`config.mk`:
```
export PLATFORM = sky130hd
export DESIGN_NAME = regfile_cmd_master
export DESIGN_NICKNAME = d
export VERILOG_FILES = /design/src/rtl/regfile_cmd_master.sv
export SDC_FILE = /design/constraint.sdc
export NUM_CORES = 1
export LEC_CHECK = 0
export CAP_MARGIN = 10
export CORE_MARGIN = 2
export CORE_UTILIZATION = 40
export CTS_CLUSTER_DIAMETER = 40
export CTS_CLUSTER_SIZE = 20
export DETAILED_ROUTE_END_ITERATION = 16
export HOLD_SLACK_MARGIN = 0.12
export PLACE_DENSITY = 0.7
export SYNTH_ARGS = -nofsm -noshare
export SYNTH_HDL_FRONTEND = slang
export SYNTH_SLANG_ARGS = --single-unit
```
`constraint.sdc`:
```
create_clock -name clk -period 3.85 [get_ports clk]
set_input_delay 0.77 -clock clk [delete_from_list [all_inputs] [get_ports clk]]
set_output_delay 0.77 -clock clk [all_outputs]
set_load 0.005 [all_outputs]
```
`src/rtl/regfile_cmd_master.sv`:
```
// Command-level initiator for an 8x8 register-file port: turns READ/WRITE/COPY/SWAP
// commands into A1/A2/A3/WD3/WE3 cycles and returns results on a valid/ready channel.
module regfile_cmd_master #(
  parameter int ADDR_W = 3,
  parameter int DATA_W = 8,
  parameter int CNT_W  = 16
) (
  input  logic              clk,
  input  logic              reset,
  input  logic              cmd_valid,
  output logic              cmd_ready,
  input  logic [1:0]        cmd_op,
  input  logic [ADDR_W-1:0] cmd_a,
  input  logic [ADDR_W-1:0] cmd_b,
  input  logic [ADDR_W-1:0] cmd_dst,
  input  logic [DATA_W-1:0] cmd_wdata,
  output logic              rsp_valid,
  input  logic              rsp_ready,
  output logic [1:0]        rsp_op,
  output logic [DATA_W-1:0] rsp_data1,
  output logic [DATA_W-1:0] rsp_data2,
  output logic [ADDR_W-1:0] A1,
  output logic [ADDR_W-1:0] A2,
  output logic [ADDR_W-1:0] A3,
  output logic [DATA_W-1:0] WD3,
  output logic              WE3,
  input  logic [DATA_W-1:0] RD1,
  input  logic [DATA_W-1:0] RD2,
  output logic              busy,
  output logic [CNT_W-1:0]  op_count
);

  localparam logic [1:0] OP_READ  = 2'b00;
  localparam logic [1:0] OP_WRITE = 2'b01;
  localparam logic [1:0] OP_COPY  = 2'b10;
  localparam logic [1:0] OP_SWAP  = 2'b11;

  typedef enum logic [2:0] {
    IDLE,
    READ,
    SWAP_A,
    WRITE,
    RESP
  } state_t;

  state_t              state, state_n;
  logic [1:0]          op_q, op_n;
  logic [ADDR_W-1:0]   a_q, a_n;
  logic [ADDR_W-1:0]   b_q, b_n;
  logic [ADDR_W-1:0]   dst_q, dst_n;
  logic [ADDR_W-1:0]   a1_n, a2_n, a3_n;
  logic [DATA_W-1:0]   wd3_n;
  logic                we3_n;
  logic                rsp_valid_n;
  logic [1:0]          rsp_op_n;
  logic [DATA_W-1:0]   rsp_data1_n, rsp_data2_n;
  logic [CNT_W-1:0]    op_count_n;

  assign cmd_ready = (state == IDLE) && reset;
  assign busy      = (state != IDLE);

  always_ff @(posedge clk or negedge reset) begin
    if (!reset) begin
      state     <= IDLE;
      op_q      <= '0;
      a_q       <= '0;
      b_q       <= '0;
      dst_q     <= '0;
      A1        <= '0;
      A2        <= '0;
      A3        <= '0;
      WD3       <= '0;
      WE3       <= 1'b0;
      rsp_valid <= 1'b0;
      rsp_op    <= '0;
      rsp_data1 <= '0;
      rsp_data2 <= '0;
      op_count  <= '0;
    end else begin
      state     <= state_n;
      op_q      <= op_n;
      a_q       <= a_n;
      b_q       <= b_n;
      dst_q     <= dst_n;
      A1        <= a1_n;
      A2        <= a2_n;
      A3        <= a3_n;
      WD3       <= wd3_n;
      WE3       <= we3_n;
      rsp_valid <= rsp_valid_n;
      rsp_op    <= rsp_op_n;
      rsp_data1 <= rsp_data1_n;
      rsp_data2 <= rsp_data2_n;
      op_count  <= op_count_n;
    end
  end

  // rsp_data1 doubles as the holding register for old R[a] between the two SWAP writes.
  always_comb begin
    state_n     = state;
    op_n        = op_q;
    a_n         = a_q;
    b_n         = b_q;
    dst_n       = dst_q;
    a1_n        = A1;
    a2_n        = A2;
    a3_n        = A3;
    wd3_n       = WD3;
    we3_n       = WE3;
    rsp_valid_n = rsp_valid;
    rsp_op_n    = rsp_op;
    rsp_data1_n = rsp_data1;
    rsp_data2_n = rsp_data2;
    op_count_n  = op_count;

    unique case (state)
      IDLE: begin
        if (cmd_valid && cmd_ready) begin
          op_n  = cmd_op;
          a_n   = cmd_a;
          b_n   = cmd_b;
          dst_n = cmd_dst;
          if (cmd_op == OP_WRITE) begin
            a3_n        = cmd_dst;
            wd3_n       = cmd_wdata;
            we3_n       = 1'b1;
            rsp_data1_n = cmd_wdata;
            rsp_data2_n = '0;
            state_n     = WRITE;
          end else begin
            a1_n    = cmd_a;
            a2_n    = cmd_b;
            we3_n   = 1'b0;
            state_n = READ;
          end
        end
      end

      READ: begin
        rsp_data1_n = RD1;
        rsp_data2_n = RD2;
        unique case (op_q)
          OP_COPY: begin
            a3_n    = dst_q;
            wd3_n   = RD1;
            we3_n   = 1'b1;
            state_n = WRITE;
          end
          OP_SWAP: begin
            a3_n    = a_q;
            wd3_n   = RD2;
            we3_n   = 1'b1;
            state_n = SWAP_A;
          end
          default: begin
            rsp_valid_n = 1'b1;
            rsp_op_n    = op_q;
            state_n     = RESP;
          end
        endcase
      end

      SWAP_A: begin
        a3_n    = b_q;
        wd3_n   = rsp_data1;
        we3_n   = 1'b1;
        state_n = WRITE;
      end

      WRITE: begin
        we3_n       = 1'b0;
        rsp_valid_n = 1'b1;
        rsp_op_n    = op_q;
        state_n     = RESP;
      end

      RESP: begin
        if (rsp_ready) begin
          rsp_valid_n = 1'b0;
          op_count_n  = op_count + CNT_W'(1);
          state_n     = IDLE;
        end
      end

      default: begin
        we3_n   = 1'b0;
        state_n = IDLE;
      end
    endcase
  end

  we3_only_in_write: assert property (@(posedge clk) disable iff (!reset)
    WE3 |-> (state == WRITE || state == SWAP_A));

  rsp_held_while_stalled: assert property (@(posedge clk) disable iff (!reset)
    (rsp_valid && !rsp_ready) |=> (rsp_valid && $stable(rsp_data1) && $stable(rsp_data2) && $stable(rsp_op)));

endmodule

```
# Yosys cells after proc, flatten, opt, wreduce, memory -nomap -nowiden
# Index checks and enable logic that the tools add are counted.
op_classes:
  addsub: 1
  eq_ne: 13
  muxes: 26
  bitwise_logic: 2
  reduce_logical: 18
ops:
  columns: ["op", "n"]
  rows:
  - ["8-bit one-hot mux with 2 select lines", 3]
  - ["8-bit two-way mux", 4]
  - ["8-bit one-hot mux with 3 select lines", 1]
  - ["16-bit by 1-bit adder with 16-bit output, second input constant", 1]
  - ["3-bit one-hot mux with 5 select lines", 1]
  - ["3-bit two-way mux", 4]
  - ["3-bit one-hot mux with 2 select lines", 2]
  - ["3-bit AND reduction", 4]
  - ["3-bit one-hot mux with 3 select lines", 1]
  - ["3-bit nonzero test", 3]
  - ["2-bit AND reduction", 4]
  - ["3-bit by 2-bit == test with 1-bit output, second input constant", 2]
  - ["2-bit inequality test, second input constant", 3]
  - ["1-bit two-way mux", 5]
  - ["2-bit == test, second input constant", 2]
  - ["2-bit two-way mux", 2]
  - ["2-bit by 1-bit inequality test with 1-bit output, second input constant", 2]
  - ["1-bit one-hot mux with 4 select lines", 1]
  - ["2-bit one-hot mux with 2 select lines", 1]
  - ["4-bit AND reduction", 1]
  - ["2-bit nonzero test", 2]
  - ["3-bit by 1-bit == test with 1-bit output, second input constant", 1]
  - ["3-bit == test, second input constant", 1]
  - ["3-bit zero test", 1]
  - ["6 further kinds", 8]
totals:
  regBits: 67
  inputBits: 39
  output_inout_bits: 55
  wordCells: 75

# Logic depth before layout (Yosys ltp)
depth:
  ltp_word: 5
  ltp_mapped: 7
  depth_no_buf: 5

# Worst setup path after synthesis
# Ideal clock, no wire load.
synth_timing:
  kind: "flip-flop to output port"
  startpoint: "register state[1]"
  endpoint: "output port busy"
  arrival_time_ns: 1.205
  required_time_ns: 3.080
  slack_ns: 1.875
  path_stages_with_launch: 5
  n_path_buf: 2
  path_cell_list: "dfrtp_1 > buf_4 > nor2_1 > clkbuf_1 > nand2_1"
synth_via:
  elab_chain_len: 1
synth_lines:
  columns: ["element", "line_no", "rtl"]
  rows:
  - ["start: declaration", "46", "state_t state, state_n;"]
  - ["start signal: assignment", "80", "state <= state_n;"]
  - ["3-bit nonzero test", "60", "assign busy = (state != IDLE);"]
  - ["end: declaration", "29", "output logic busy,"]
# Every way passes these cells.

# Worst setup path in the final report
layout_timing:
  startpoint: "register state[2]"
  endpoint: "output port busy"
# Same word-level chain as after synthesis.

==> impl_metrics.yaml <==
outcome:
  status: "finished clean"
cells_and_area:
  syn2layout_area_growth_pct: 38.79
  nets: 403
  diodes: 0
  layout-drive-gt1-share_pct: 15.76
sta:
  tightest_slew_ps: 905.7
  rsz0062_at_grt: "false"
  setup_viol: 0
  fin_ws_ps: 1093
  finClkSkew_ps: 6.165
  fmax_mhz: 362.7
  period_needed_ps: 2757
  hold_viol_final: 0
  slew_headroom_pct: 39.50
  drv_slew: 0
  finalSetupTns_ps: 0
  period_share_pct: 71.61
critical_path:
  start_kind: "flop"
  setup.worst_path.start: "state[2]"
  end_kind: "output port"
  cp.arrival_ps: 1990
  path_cells: "inv_1 > nand2_1 > clkdlybuf4s50_1"
  worst_r2r_path_depth: 4
  cp_slowest_cell: "dfrtp_1"
  crit_required_ps: 3080
  slowest_delay_ps: 570
  crit_path_max_fanout: 16
  path_depth: 3
  cp_num_buf_inv: 2
  rr_startpoint: "state[1]"
  worstSetupPathType: "flop to output port"
  cp_top_family: "buffers and inverters"
yosys:
  yosys-top-cells-area: "dfrtp_1 (53%), mux2_2 (8.6%), a32oi_1 (3.1%)"
  ys_warn_count: 0
  synth_top_area_cell: "dfrtp_1"
  ys_async_sr_fraction_pct: 100.0
  syn_nets: 310
  synthesis.area_mm2: 0.003154
  yosysMostFrequentCell: "dfrtp_1"
  synth_cell_types: 36
  ys_ff_latch: 67
  ys_seq_area_share_pct: 53.15
  synth-edff-count: 0
  avgSynthCellArea_um2: 11.68
  syn_inst: 270
  synth_top_area_share_pct: 53.15
  synth_top_flop_cell: "dfrtp_1"
  yosys-top-cells-count: "dfrtp_1 (67), nand2_1 (25), mux2_2 (24)"
route:
  drt_iter0_markers: 102
  viasPerCell: 5.251
  routedWlPerCell_um: 15.74
  drc: 0
  vias: 2468
  finalWirelength_um: 7398
  drt-pass1-iter-count: 4
  antenna_left: 0
worst_hold_path:
  holdCritStartpoint: "op_count[15]"
  hold_class: "flop to flop"
  holdPathStages: 1
global_routing:
  grt_pass1_wl_um: 12120
  antenna_found_initial: 0
  grt-ovfl-total: 0
  grt_max_degree: 70
  globalRouteTotalUtil_pct: 18.08
  grt_pass1_vias: 2400
clock_tree:
  htreeDepth: 3
  cts_setup_buffers: 0
  cts_resized: 0
  cts_buffers: 9
  cts_root_buf: "clkbuf_8"
  clkSinkCount: 67
  ctsLongestPathBuffers: 2
  cts_tree: "done"
  cts.hold.buffers_added: 0
  clk_latency_ps: 340
  clk_pin_slew_worst_paths_ps: 80
pwr:
  combPwrFrac_pct: 44.6
  clock_power_share_pct: 17.8
  swShare_pct: 34.77
  p_int_mw: 2.136
  power_density_mw_per_mm2: 747.9
  leakage_nw: 1.805
  power_switching_mw: 1.139
  pwr-share-seq_pct: 37.6
  peakVddDrop_mv: 0.3440
placed_design:
  dp_hpwl_um: 5155
  post-place-ws_ps: 1134
  gp_congestion: 0.7451
  port_buffers: 93
floorplan:
  fp-row-count: 32
  die_area_mm2: 0.008612
  fp.dieH_um: 92.80
  num_io_pins: 94
  core_mm2: 0.007687
  initial_core_util_pct: 41.03
  die_x_um: 92.80
job:
  maxCapViolations: 0
[routing by layer]
layer	GRT usage [%]	up-vias	share of wire [%]
met5	0	-	0
met4	6.985	0	0.87
met3	4.801	8	6.0
met2	26.75	85	46
met1	25.37	1192	47
li1	-	1183	-
[path summary, 6_finish.rpt]
kind,to,slack (ps)
min reg2reg,op_count[15],470
max reg2reg,A2[2],1540
min,op_count[15],470
min in group asynchronous,op_count[0],640
max,busy,1090
max in group asynchronous,op_count[11],2640
[through the flow]
stage / area [um^2] / power, mW / hold slack, ps / util, % / std cells
floorplan: 3154 / 2.013 / 468.5 / - / 270
global placement: 4177 / 2.687 / 461.3 / 54.33 / 454
detailed placement: 4177 / 2.715 / 467.1 / 54.33 / 454
CTS: 4378 / 3.307 / 477.0 / 56.95 / 470
global route: 4378 / 3.519 / 506.4 / 56.95 / 470
finish: 4378 / 3.274 / 473.2 / 56.95 / 470
[power groups by stage]
stage	sequential, mW	combinational [mW]	clock [mW]
2_1_floorplan	1.19	0.826	0
3_3_place_gp	1.24	1.45	0
5_1_grt	1.28	1.60	0.639
4_1_cts	1.23	1.48	0.598
6_report	1.23	1.46	0.582
3_5_place_dp	1.24	1.47	0
[state kept, by name, summed over array words and instances (netlist names)]
register	flops
A1	3
rsp_data1	8
a_q	3
rsp_op	2
WE3	1
dst_q	3
rsp_valid	1
WD3	8
op_count	16
A2	3
A3	3
state	3
op_q	2
b_q	3
rsp_data2	8
[worst register-to-register path: cells and delay by family, from the launching register on]
family,cells,cell delay (ps)
DFF,1,560
muxes,1,340
and+or+nand+nor,3,1290
[layout by cell type (no fill, tap or decap), types with 2 or more instances in the layout]
cell / synthesis / layout
dfrtp_1: 67 / 67
clkinvlp_4: 0 / 4
xor2_1: 5 / 5
clkdlybuf4s50_1: 0 / 92
and3_1: 3 / 3
nand2_1: 25 / 25
nor2_1: 17 / 17
o21ai_0: 11 / 11
a21oi_1: 5 / 5
and2_1: 2 / 2
nand4_1: 7 / 7
nor2b_1: 2 / 2
nand3_1: 2 / 2
a22o_1: 8 / 8
mux2i_1: 8 / 8
mux2_4: 6 / 6
a31oi_1: 12 / 11
clkbuf_8: 0 / 9
a32oi_1: 11 / 11
buf_4: 3 / 5
and4_1: 2 / 2
nor3_1: 2 / 2
mux2_2: 24 / 24
xnor2_1: 10 / 10
inv_1: 3 / 3
a22oi_1: 11 / 11
[kinds of logic after synthesis]
kind of cell               Yosys count  synth area share, %
and+or+nand+nor                     69                11.58
adders and majority gates            1               0.3966
buffers and inverters               19                2.935
xor gates and xnor gates            15                4.165
muxes                               38                13.96
AOI/OAI and AO/OA                   61                13.80
DFF                                 67                53.15
[final cells by class]
class	count	area, um^2
timing repair buffer	98	963.4
inverter	3	11.26
sequential	67	1677
clock inverter	7	77.57
multi-input combinational	184	1398
fill	689	3309
tap	102	127.6
clock buffer	9	123.9
No activity file was read; power rests on OpenSTA's default activity.
